--- src/rtl/compl_acc_dump_pkg.sv ---
// Shared constants, complex sample types and FSM state for the integrate-and-dump stage.
// Latency: n/a (types, constants and pure helper functions only).
// Backpressure: n/a.
//
// Contents: widths, complex sample / accumulator structs, state enum,
// frame-length and shift normalisation helpers.
package compl_pkg;

  localparam int IN_W    = 37;            // compl_mul output width
  localparam int OUT_W   = 18;            // multiplier input width
  localparam int LEN_W   = 16;            // frame-length field width
  localparam int ACC_W   = IN_W + LEN_W;  // holds 2^LEN_W-1 full-scale samples
  localparam int SHIFT_W = 6;             // output shift field width

  // One complex product as delivered by compl_mul.
  typedef struct packed {
    logic signed [IN_W-1:0] i;
    logic signed [IN_W-1:0] q;
  } cplx_t;

  // Accumulator-width complex value (running sum and dumped frame sum).
  typedef struct packed {
    logic signed [ACC_W-1:0] i;
    logic signed [ACC_W-1:0] q;
  } cplx_acc_t;

  typedef enum logic {
    IDLE = 1'b0,
    ACC  = 1'b1
  } state_e;

  // A zero length would never terminate a frame; it is treated as one sample.
  function automatic logic [LEN_W-1:0] eff_len(input logic [LEN_W-1:0] len);
    return (len == '0) ? LEN_W'(1) : len;
  endfunction

  // Shifting by ACC_W or more would discard the whole sum including its sign;
  // cap at ACC_W-1 so the result is still the rounded sign-correct quotient.
  function automatic logic [SHIFT_W-1:0] clamp_shift(input logic [SHIFT_W-1:0] s);
    return (s >= SHIFT_W'(ACC_W)) ? SHIFT_W'(ACC_W - 1) : s;
  endfunction

endpackage

--- src/rtl/compl_acc_dump_if.sv ---
// Bus bundle between the sample source/result sink and compl_acc_dump.
// Latency: n/a (wiring only).
// Backpressure: none; samples are accepted whenever data_valid_i is high.
//
// master: drives samples, frame controls and clear; observes results.
// slave : the accumulator; consumes samples, drives results and busy.
interface compl_acc_dump_if;
  import compl_pkg::*;

  // sample input side
  logic signed [IN_W-1:0]  data_i_i;
  logic signed [IN_W-1:0]  data_q_i;
  logic                    data_valid_i;
  logic [LEN_W-1:0]        len_i;
  logic [SHIFT_W-1:0]      shift_i;
  logic                    clr_i;

  // result side
  logic signed [OUT_W-1:0] data_i_o;
  logic signed [OUT_W-1:0] data_q_o;
  logic                    data_valid_o;
  logic                    sat_o;
  logic                    busy_o;

  modport master (
    output data_i_i, data_q_i, data_valid_i, len_i, shift_i, clr_i,
    input  data_i_o, data_q_o, data_valid_o, sat_o, busy_o
  );

  modport slave (
    input  data_i_i, data_q_i, data_valid_i, len_i, shift_i, clr_i,
    output data_i_o, data_q_o, data_valid_o, sat_o, busy_o
  );

endinterface

--- src/rtl/compl_acc_dump_round_sat.sv ---
// One rail of round-half-up arithmetic right shift followed by saturation to OUT_W.
// Latency: combinational.
// Backpressure: n/a.
//
// Ports: sum_i (signed ACC_W), shift_i (SHIFT_W) in; val_o (signed OUT_W), sat_o out.
module compl_round_sat #(
  parameter int ACC_W   = 53,
  parameter int OUT_W   = 18,
  parameter int SHIFT_W = 6
) (
  input  logic signed [ACC_W-1:0] sum_i,
  input  logic [SHIFT_W-1:0]      shift_i,
  output logic signed [OUT_W-1:0] val_o,
  output logic                    sat_o
);

  // Rounding is done one bit wider than the sum so adding the half-LSB bias
  // to a near-full-scale positive sum cannot wrap negative.
  localparam logic signed [ACC_W:0] SAT_MAX =
    $signed({{(ACC_W + 2 - OUT_W){1'b0}}, {(OUT_W - 1){1'b1}}});
  localparam logic signed [ACC_W:0] SAT_MIN = ~SAT_MAX;

  logic signed [ACC_W:0] ext;
  logic signed [ACC_W:0] bias;
  logic signed [ACC_W:0] rnd;
  logic signed [ACC_W:0] shr;
  logic signed [ACC_W:0] clip;
  logic                  unused_hi;

  always_comb begin
    ext  = {sum_i[ACC_W-1], sum_i};
    bias = '0;
    if (shift_i != '0) begin
      bias = {{ACC_W{1'b0}}, 1'b1} << (shift_i - SHIFT_W'(1));
    end
    rnd = ext + bias;
    // >>> on a signed operand floors toward -inf, so +half then floor is round half up.
    shr = rnd >>> shift_i;
  end

  always_comb begin
    clip  = shr;
    sat_o = 1'b0;
    if (shr > SAT_MAX) begin
      clip  = SAT_MAX;
      sat_o = 1'b1;
    end else if (shr < SAT_MIN) begin
      clip  = SAT_MIN;
      sat_o = 1'b1;
    end
  end

  // After clipping the upper bits are pure sign extension.
  assign val_o     = clip[OUT_W-1:0];
  assign unused_hi = ^clip[ACC_W:OUT_W];

endmodule

--- src/rtl/compl_acc_dump.sv ---
// Integrate-and-dump of complex products: sums len samples, then emits the
// shifted, rounded, saturated frame sum. Latency: result strobe 2 cycles after
// the frame's last sample. Backpressure: none; every valid sample is consumed.
//
// Ports: clk_i, arst_i (async, active-high); bus (compl_acc_dump_if.slave):
//   data_i_i/data_q_i/data_valid_i samples, len_i/shift_i latched at frame start,
//   clr_i discards the partial frame; data_i_o/data_q_o/sat_o held between
//   data_valid_o strobes; busy_o while a frame is partially accumulated.
module compl_acc_dump
  import compl_pkg::*;
(
  input  logic              clk_i,
  input  logic              arst_i,
  compl_acc_dump_if.slave   bus
);

  // ---------------------------------------------------------------------------
  // Declarations
  // ---------------------------------------------------------------------------
  state_e             state_q;
  state_e             state_d;

  // FSM output decode
  logic               frame_start;  // this sample opens a new frame
  logic               busy;

  cplx_t              samp;
  cplx_acc_t          acc_q;
  cplx_acc_t          base;
  cplx_acc_t          sum;
  logic [LEN_W-1:0]   cnt_q;
  logic [LEN_W-1:0]   cnt_nxt;
  logic [LEN_W-1:0]   len_q;
  logic [LEN_W-1:0]   len_cur;
  logic [SHIFT_W-1:0] shift_q;
  logic [SHIFT_W-1:0] shift_cur;
  logic               last;         // this sample completes the frame

  // dump register
  logic               dump_vld_q;
  cplx_acc_t          dump_q;
  logic [SHIFT_W-1:0] dump_shift_q;

  // round/saturate results
  logic signed [OUT_W-1:0] rs_i_val;
  logic signed [OUT_W-1:0] rs_q_val;
  logic                    rs_i_sat;
  logic                    rs_q_sat;

  assign samp.i = bus.data_i_i;
  assign samp.q = bus.data_q_i;

  // ---------------------------------------------------------------------------
  // FSM: state register
  // ---------------------------------------------------------------------------
  always_ff @(posedge clk_i or posedge arst_i) begin
    if (arst_i) begin
      state_q <= IDLE;
    end else begin
      state_q <= state_d;
    end
  end

  // ---------------------------------------------------------------------------
  // FSM: next state
  // A valid sample always wins over clr_i: with both high the sample opens a
  // fresh frame, which may itself be a complete one-sample frame.
  // ---------------------------------------------------------------------------
  always_comb begin
    state_d = state_q;
    if (bus.data_valid_i) begin
      state_d = last ? IDLE : ACC;
    end else if (bus.clr_i) begin
      state_d = IDLE;
    end
  end

  // ---------------------------------------------------------------------------
  // FSM: outputs
  // ---------------------------------------------------------------------------
  always_comb begin
    busy        = (state_q == ACC);
    frame_start = bus.data_valid_i && ((state_q == IDLE) || bus.clr_i);
  end

  assign bus.busy_o = busy;

  // ---------------------------------------------------------------------------
  // Accumulate datapath
  // At frame start the sample is loaded rather than added, so a cleared or
  // completed frame never leaks into the next one.
  // ---------------------------------------------------------------------------
  always_comb begin
    len_cur   = frame_start ? eff_len(bus.len_i) : len_q;
    shift_cur = frame_start ? clamp_shift(bus.shift_i) : shift_q;
    base      = frame_start ? '0 : acc_q;
    sum.i     = base.i + {{(ACC_W - IN_W){samp.i[IN_W-1]}}, samp.i};
    sum.q     = base.q + {{(ACC_W - IN_W){samp.q[IN_W-1]}}, samp.q};
    cnt_nxt   = frame_start ? LEN_W'(1) : (cnt_q + LEN_W'(1));
    last      = bus.data_valid_i && (cnt_nxt == len_cur);
  end

  always_ff @(posedge clk_i or posedge arst_i) begin
    if (arst_i) begin
      acc_q   <= '0;
      cnt_q   <= '0;
      len_q   <= LEN_W'(1);
      shift_q <= '0;
    end else begin
      if (bus.data_valid_i) begin
        if (last) begin
          acc_q <= '0;
          cnt_q <= '0;
        end else begin
          acc_q <= sum;
          cnt_q <= cnt_nxt;
        end
      end else if (bus.clr_i) begin
        acc_q <= '0;
        cnt_q <= '0;
      end
      if (frame_start) begin
        len_q   <= len_cur;
        shift_q <= shift_cur;
      end
    end
  end

  // ---------------------------------------------------------------------------
  // Dump register: captures the completed sum together with its frame's shift
  // so the next frame can start on the very next cycle.
  // ---------------------------------------------------------------------------
  always_ff @(posedge clk_i or posedge arst_i) begin
    if (arst_i) begin
      dump_vld_q   <= 1'b0;
      dump_q       <= '0;
      dump_shift_q <= '0;
    end else begin
      dump_vld_q <= last;
      if (last) begin
        dump_q       <= sum;
        dump_shift_q <= shift_cur;
      end
    end
  end

  // ---------------------------------------------------------------------------
  // Output stage
  // ---------------------------------------------------------------------------
  compl_round_sat #(
    .ACC_W   (ACC_W),
    .OUT_W   (OUT_W),
    .SHIFT_W (SHIFT_W)
  ) u_rs_i (
    .sum_i   (dump_q.i),
    .shift_i (dump_shift_q),
    .val_o   (rs_i_val),
    .sat_o   (rs_i_sat)
  );

  compl_round_sat #(
    .ACC_W   (ACC_W),
    .OUT_W   (OUT_W),
    .SHIFT_W (SHIFT_W)
  ) u_rs_q (
    .sum_i   (dump_q.q),
    .shift_i (dump_shift_q),
    .val_o   (rs_q_val),
    .sat_o   (rs_q_sat)
  );

  // Data and sat hold between strobes; only the strobe itself is a pulse.
  always_ff @(posedge clk_i or posedge arst_i) begin
    if (arst_i) begin
      bus.data_valid_o <= 1'b0;
      bus.data_i_o     <= '0;
      bus.data_q_o     <= '0;
      bus.sat_o        <= 1'b0;
    end else begin
      bus.data_valid_o <= dump_vld_q;
      if (dump_vld_q) begin
        bus.data_i_o <= rs_i_val;
        bus.data_q_o <= rs_q_val;
        bus.sat_o    <= rs_i_sat | rs_q_sat;
      end
    end
  end

endmodule
--- src/flat_wrapper.sv ---
// flat-port wrapper written by rule: the top's interface ports become plain ports
module compl_acc_dump_flat import compl_pkg::*;
  (clk_i, arst_i, bus_data_i_i, bus_data_q_i, bus_data_valid_i, bus_len_i, bus_shift_i, bus_clr_i, bus_data_i_o, bus_data_q_o, bus_data_valid_o, bus_sat_o, bus_busy_o);
  compl_acc_dump_if bus_i ();
  input  logic clk_i;
  input  logic arst_i;
  input wire logic [$bits(bus_i.data_i_i)-1:0] bus_data_i_i;
  input wire logic [$bits(bus_i.data_q_i)-1:0] bus_data_q_i;
  input wire logic [$bits(bus_i.data_valid_i)-1:0] bus_data_valid_i;
  input wire logic [$bits(bus_i.len_i)-1:0] bus_len_i;
  input wire logic [$bits(bus_i.shift_i)-1:0] bus_shift_i;
  input wire logic [$bits(bus_i.clr_i)-1:0] bus_clr_i;
  output wire logic [$bits(bus_i.data_i_o)-1:0] bus_data_i_o;
  output wire logic [$bits(bus_i.data_q_o)-1:0] bus_data_q_o;
  output wire logic [$bits(bus_i.data_valid_o)-1:0] bus_data_valid_o;
  output wire logic [$bits(bus_i.sat_o)-1:0] bus_sat_o;
  output wire logic [$bits(bus_i.busy_o)-1:0] bus_busy_o;
  assign bus_i.data_i_i = bus_data_i_i;
  assign bus_i.data_q_i = bus_data_q_i;
  assign bus_i.data_valid_i = bus_data_valid_i;
  assign bus_i.len_i = bus_len_i;
  assign bus_i.shift_i = bus_shift_i;
  assign bus_i.clr_i = bus_clr_i;
  assign bus_data_i_o = bus_i.data_i_o;
  assign bus_data_q_o = bus_i.data_q_o;
  assign bus_data_valid_o = bus_i.data_valid_o;
  assign bus_sat_o = bus_i.sat_o;
  assign bus_busy_o = bus_i.busy_o;
  compl_acc_dump u_core (.clk_i(clk_i), .arst_i(arst_i), .bus(bus_i));
endmodule
--- config.mk ---
export PLATFORM = sky130hd
export DESIGN_NAME = compl_acc_dump_flat
export DESIGN_NICKNAME = d
export VERILOG_FILES = /design/src/rtl/compl_acc_dump_pkg.sv /design/src/rtl/compl_acc_dump_if.sv /design/src/rtl/compl_acc_dump_round_sat.sv /design/src/rtl/compl_acc_dump.sv /design/src/flat_wrapper.sv
export SDC_FILE = /design/constraint.sdc
export NUM_CORES = 2
export LEC_CHECK = 0
export ABC_AREA = 1
export BUFFER_PORTS_ARGS = -buffer_cell sky130_fd_sc_hd__buf_2
export CAP_MARGIN = 15
export CELL_PAD_IN_SITES_DETAIL_PLACEMENT = 0
export CELL_PAD_IN_SITES_GLOBAL_PLACEMENT = 1
export CORE_MARGIN = 1.5
export CORE_UTILIZATION = 49
export CTS_CLUSTER_DIAMETER = 150
export CTS_CLUSTER_SIZE = 20
export DETAILED_ROUTE_END_ITERATION = 16
export HOLD_SLACK_MARGIN = 0.02
export PLACE_DENSITY_LB_ADDON = 0.1
export SLEW_MARGIN = 30
export SYNTH_ARGS = -nofsm -noshare
export SYNTH_HDL_FRONTEND = slang
export SYNTH_SLANG_ARGS = --single-unit
--- constraint.sdc ---
create_clock -name clk_i -period 22.6 [get_ports clk_i]
set_input_delay 2.26 -clock clk_i [delete_from_list [all_inputs] [get_ports clk_i]]
set_output_delay 2.26 -clock clk_i [all_outputs]
set_load 0.01 [all_outputs]
# Word-level counts from Yosys, hierarchy flattened
# Cells that the tools add are included.
# op_classes
addsub,6
n_eq_ne,1
reduce_logical,6
shifts,3
n_mux,24
bitwise_logic,2
n_lt_le_gt_ge,5
# ops
operator,count
106-bit two-way mux,4
53-bit by 54-bit adder with 54-bit output,2
54-bit by 18-bit > comparator with 1-bit output (second input constant),2
54-bit by 18-bit less-than comparator with 1-bit output (second input constant),2
54-bit by 6-bit >>> shifter with 54-bit output,2
53-bit adder,2
16-bit two-way mux,6
18-bit two-way mux,4
54-bit two-way mux,1
1-bit by 6-bit << shifter with 54-bit output (first input constant),1
16-bit by 1-bit adder with 16-bit output (second input constant),1
16-bit == test,1
16-bit logical NOT,1
6-bit two-way mux,2
1-bit two-way mux,7
6-bit greater-or-equal comparator (second input constant),1
6-bit nonzero test,1
6-bit by 1-bit subtractor with 6-bit output (second input constant),1
1-bit logical AND,2
2-bit nonzero test,1
1-bit logical OR,1
1-bit inverter,1
1-bit bitwise OR,1
# word_totals
inputBits,100
reg_bits,296
output_inout_bits,39

# Depth between registers and ports, before layout
# logic_depth
depth_word,9
depth_mapped,45
depth_no_buf,41

# Cells and area by module
# From an unflattened synthesis, not the netlist that was laid out.
# unflattened
cells_unflattened,7858
hier_area_um2,42487.0
# modules_own_cells
module,n_inst,area_each_um2,cells_each,seq_area_each_um2
compl_acc_dump,1,23020.8,3725,7408.4
compl_round_sat at u_core.u_rs_q,1,9786.9,2096,0.0
compl_round_sat at u_core.u_rs_i,1,9679.3,2037,0.0

# Worst setup path before layout
# Ideal clock, no wire load.
# synth_timing
kind,input to register
start,input bus_data_valid_i
end,register u_core.acc_q[48] (netlist name)
stages,27
setup_slack_ps,15186
arrival_time_ps,7273
n_path_buf,4
path_cell_list,inv_1 -> a21oi_1 -> clkbuf_1 -> buf_1 -> clkbuf_1 -> clkbuf_1 -> nor2_1 -> fa_1 -> nand3_1 -> nand2_1 -> a21oi_1 -> o21bai_1 -> a21oi_1 -> o21bai_1 -> a21boi_0 -> o21ai_0 -> a21boi_0 -> o21ai_0 -> nand3_1 -> nand4_1 -> a21oi_1 -> o21ai_0 -> a21oi_1 -> inv_1 -> a21oi_1 -> xor2_1 -> o22ai_1
# synth_between
elab_chain_len,6
# synth_lines
item,line_no,text
"start, declared",flat_wrapper.sv:9,input wire logic [$bits(bus_i.data_valid_i)-1:0] bus_data_valid_i;
branches (longest 6 deep; another with 53-bit adder),-,
"end signal, assigned",compl_acc_dump.sv:115,acc_q <= sum;
"end, declared",compl_acc_dump.sv:28,cplx_acc_t acc_q;
# Parallel ways; which one is timed is not known.
# A chain may end at the register's enable or synchronous reset.

# Worst setup path after layout
# Same ends and word-level chain as after synthesis.

==> impl_metrics.env <==
export IMPL_status="complete, no violations"
export IMPL_grt_use_total=0.381
export IMPL_antenna_found_initial=0
export IMPL_cts_buffers=18
export IMPL_root_buffer="clkbuf_16"
export IMPL_path_buf_inv=4
export IMPL_final_area_um2=37500
export IMPL_min_period_ns=7.36
export IMPL_initial_core_util=0.493
export IMPL_synthCells=6126
export IMPL_fp_row_count=99
export IMPL_critPathTopFamily="compound AO/OA/AOI/OAI gates"
export IMPL_rsz0062_at_grt="false"
export IMPL_synth_top_cell_area_share=0.205
export IMPL_grt_max_degree=109
export IMPL_crit_type="in -> reg"
export IMPL_syn2layout_area_growth_pct=4.34
export IMPL_cts_buffer_depth=3
export IMPL_max_freq_ghz=0.136
export IMPL_tns_ns=0
export IMPL_synth_area_leaders="dfrtp_1, nand2_1, nand3_1, inv_1, ha_1"
export IMPL_cp_start_kind="input port"
export IMPL_gr_total_overflow=0
export IMPL_detail_route_iter0_violations=4628
export IMPL_grt_pass1_wl_um=220000
export IMPL_ys_flop_type="dfrtp_1"
export IMPL_hold_buffers=0
export IMPL_worst_ep_arrival_time_ns=7.76
export IMPL_setup_slack_ns=15.24
export IMPL_path_clk_slew_ns=0.10
export IMPL_cp_required_ns=23.00
export IMPL_synthDistinctLibCells=67
export IMPL_tightest_slew_ns=1.04
export IMPL_diodes=0
export IMPL_cts_setup_buffers=0
export IMPL_dp_hpwl_um=119000
export IMPL_crit_top_cell="a21oi_1"
export IMPL_h_tree_depth=1
export IMPL_max_cap_viol_count=0
export IMPL_maxSlewViolCount=0
export IMPL_pwr_density_cell_nw_per_um2=53.7
export IMPL_async_flop_share=1.00
export IMPL_ys_seq_area_frac=0.206
export IMPL_nets=6340
export IMPL_max_slew_margin_rel=0.304
export IMPL_wl_per_cell_um=20.7
export IMPL_portBuffers=138
export IMPL_io_pins=139
export IMPL_place_area_um2=36900
export IMPL_synth_common_cells="nand2_1, nand3_1, inv_1, nor2_1, dfrtp_1"
export IMPL_crit_path_max_fanout=46
export IMPL_drc=0
export IMPL_firstDrtPassIters=9
export IMPL_yosysMostFrequentCell="nand2_1"
export IMPL_yosysTopAreaCell="dfrtp_1"
export IMPL_critPathSlowestCell="buf_4"
export IMPL_p_leak_uw=0.0198
export IMPL_total_power_uw=2020
export IMPL_critPathCaptureType="register"
export IMPL_skew_ns=0.0265
export IMPL_ys_warn_count=0
export IMPL_die_h_um=274
export IMPL_synth_edf_count=0
export IMPL_dp_slack_ns=14.72
export IMPL_hold_viol=0
export IMPL_routed_wl_um=146000
export IMPL_ant_nets=0
export IMPL_hold_class="reg -> reg"
export IMPL_critPathMaxStageDelay_ns=0.54
export IMPL_cts_num_sinks=296
export IMPL_core_area_um2=72800
export IMPL_setup_violations=0
export IMPL_drive_above_1_share=0.0646
export IMPL_nFillCells=8024
export IMPL_synth_seq_cells=296
export IMPL_dieArea_um2=75000
export IMPL_ir_worst_vdd_v=0.0000667
export IMPL_post_cts_resize_count=0
export IMPL_syn_area_per_cell_um2=5.87
export IMPL_syn_area_um2=35900
export IMPL_die_w_um=274
export IMPL_grt_pass1_vias=37084
export IMPL_viasPerCell=5.83
export IMPL_cts_tree="done"
export IMPL_num_vias=41045
export IMPL_clk_latency_ns=0.57
export IMPL_fin_crit_sh=0.326
export IMPL_place_congestion=1.04
export IMPL_syn_nets=6393
[kinds of logic after synthesis]
| logic type | after synthesis | share of synthesized area |
|---|---|---|
| flops | 296 | 0.206 |
| fa+ha+maj | 167 | 0.0590 |
| simple gates | 3629 | 0.446 |
| buf+inv | 1054 | 0.118 |
| xor+xnor | 153 | 0.0373 |
| compound gates | 804 | 0.127 |
| mux | 23 | 0.00641 |
[state kept, by name, summed over array words and instances, names as in the netlist]
name and flops:
u_core.acc_q 106, u_core.bus.busy_o 1, u_core.bus.data_i_o 18, u_core.bus.data_q_o 18, u_core.bus.data_valid_o 1, u_core.bus.sat_o 1
u_core.cnt_q 16, u_core.dump_q 106, u_core.dump_shift_q 6, u_core.dump_vld_q 1, u_core.len_q 16, u_core.shift_q 6
[cell type report]
type                       instances  area (um2)  area share
sequential                       296        7420       0.198
multi-input combinational       4776       24300       0.649
timing repair buffer             169         951      0.0254
inverter                         812        3070      0.0819
clock inverter                     2        35.0    0.000934
clock buffer                      27         484      0.0129
tap                              959        1200      0.0320
[power breakdown]
group | internal (uW) | switching, uW | total, uW
sequential | 629 | 39.5 | 668
clock | 152 | 195 | 347
combinational | 340 | 660 | 1000
total | 1120 | 894 | 2020
[metal layers]
metal	vias up	global-route usage	share of wire
li1	20018	-	-
met3	254	0.0405	0.078
met2	1743	0.583	0.43
met5	-	0	0
met1	19030	0.543	0.45
met4	0	0.156	0.047
[tightest hold or removal path, stage by stage, from the launching register on]
cell     delay (ns)
dfrtp_1        0.35
nand2_1        0.05
nand2_1        0.05
[worst paths after layout]
path	endpoint	depth (start not counted)	slack [ns]	start
worst max register to register	u_core.bus.sat_o	33	15.32	u_core.dump_shift_q[3]
worst max-delay path	u_core.acc_q[48]	26	15.24	bus_data_valid_i
worst min register to register	u_core.bus.data_q_o[11]	2	0.49	u_core.bus.data_q_o[11]
max in group asynchronous	u_core.bus.data_i_o[8]	4	18.82	arst_i
min in group asynchronous	u_core.len_q[9]	2	1.77	arst_i
worst min-delay path	u_core.bus.data_q_o[11]	2	0.49	u_core.bus.data_q_o[11]
[placed cells by master (no fill, tap or decap), drive strengths merged, types with 12 or more instances in the layout]
cell type,count
a21boi,14
a21oi,248
a31oi,19
buf,169
clkbuf,27
dfrtp,295
ha,163
inv,806
mux2i,23
nand2,1744
nand3,1103
nand4,105
nor2,583
nor3,54
nor4,13
o211ai,31
o21ai,311
o21bai,19
o22ai,104
or2,12
xnor2,58
xor2,95
[through the flow]
step | hold WS, ns | utilization | instances
floorplan | 0.352 | - | 6126
finish | 0.485 | 0.515 | 7041
global route | 0.510 | 0.515 | 7041
detailed placement | 0.460 | 0.507 | 7011
CTS | 0.482 | 0.514 | 7040
global placement | 0.458 | 0.507 | 7011
No activity file was read; power rests on OpenSTA's default activity.
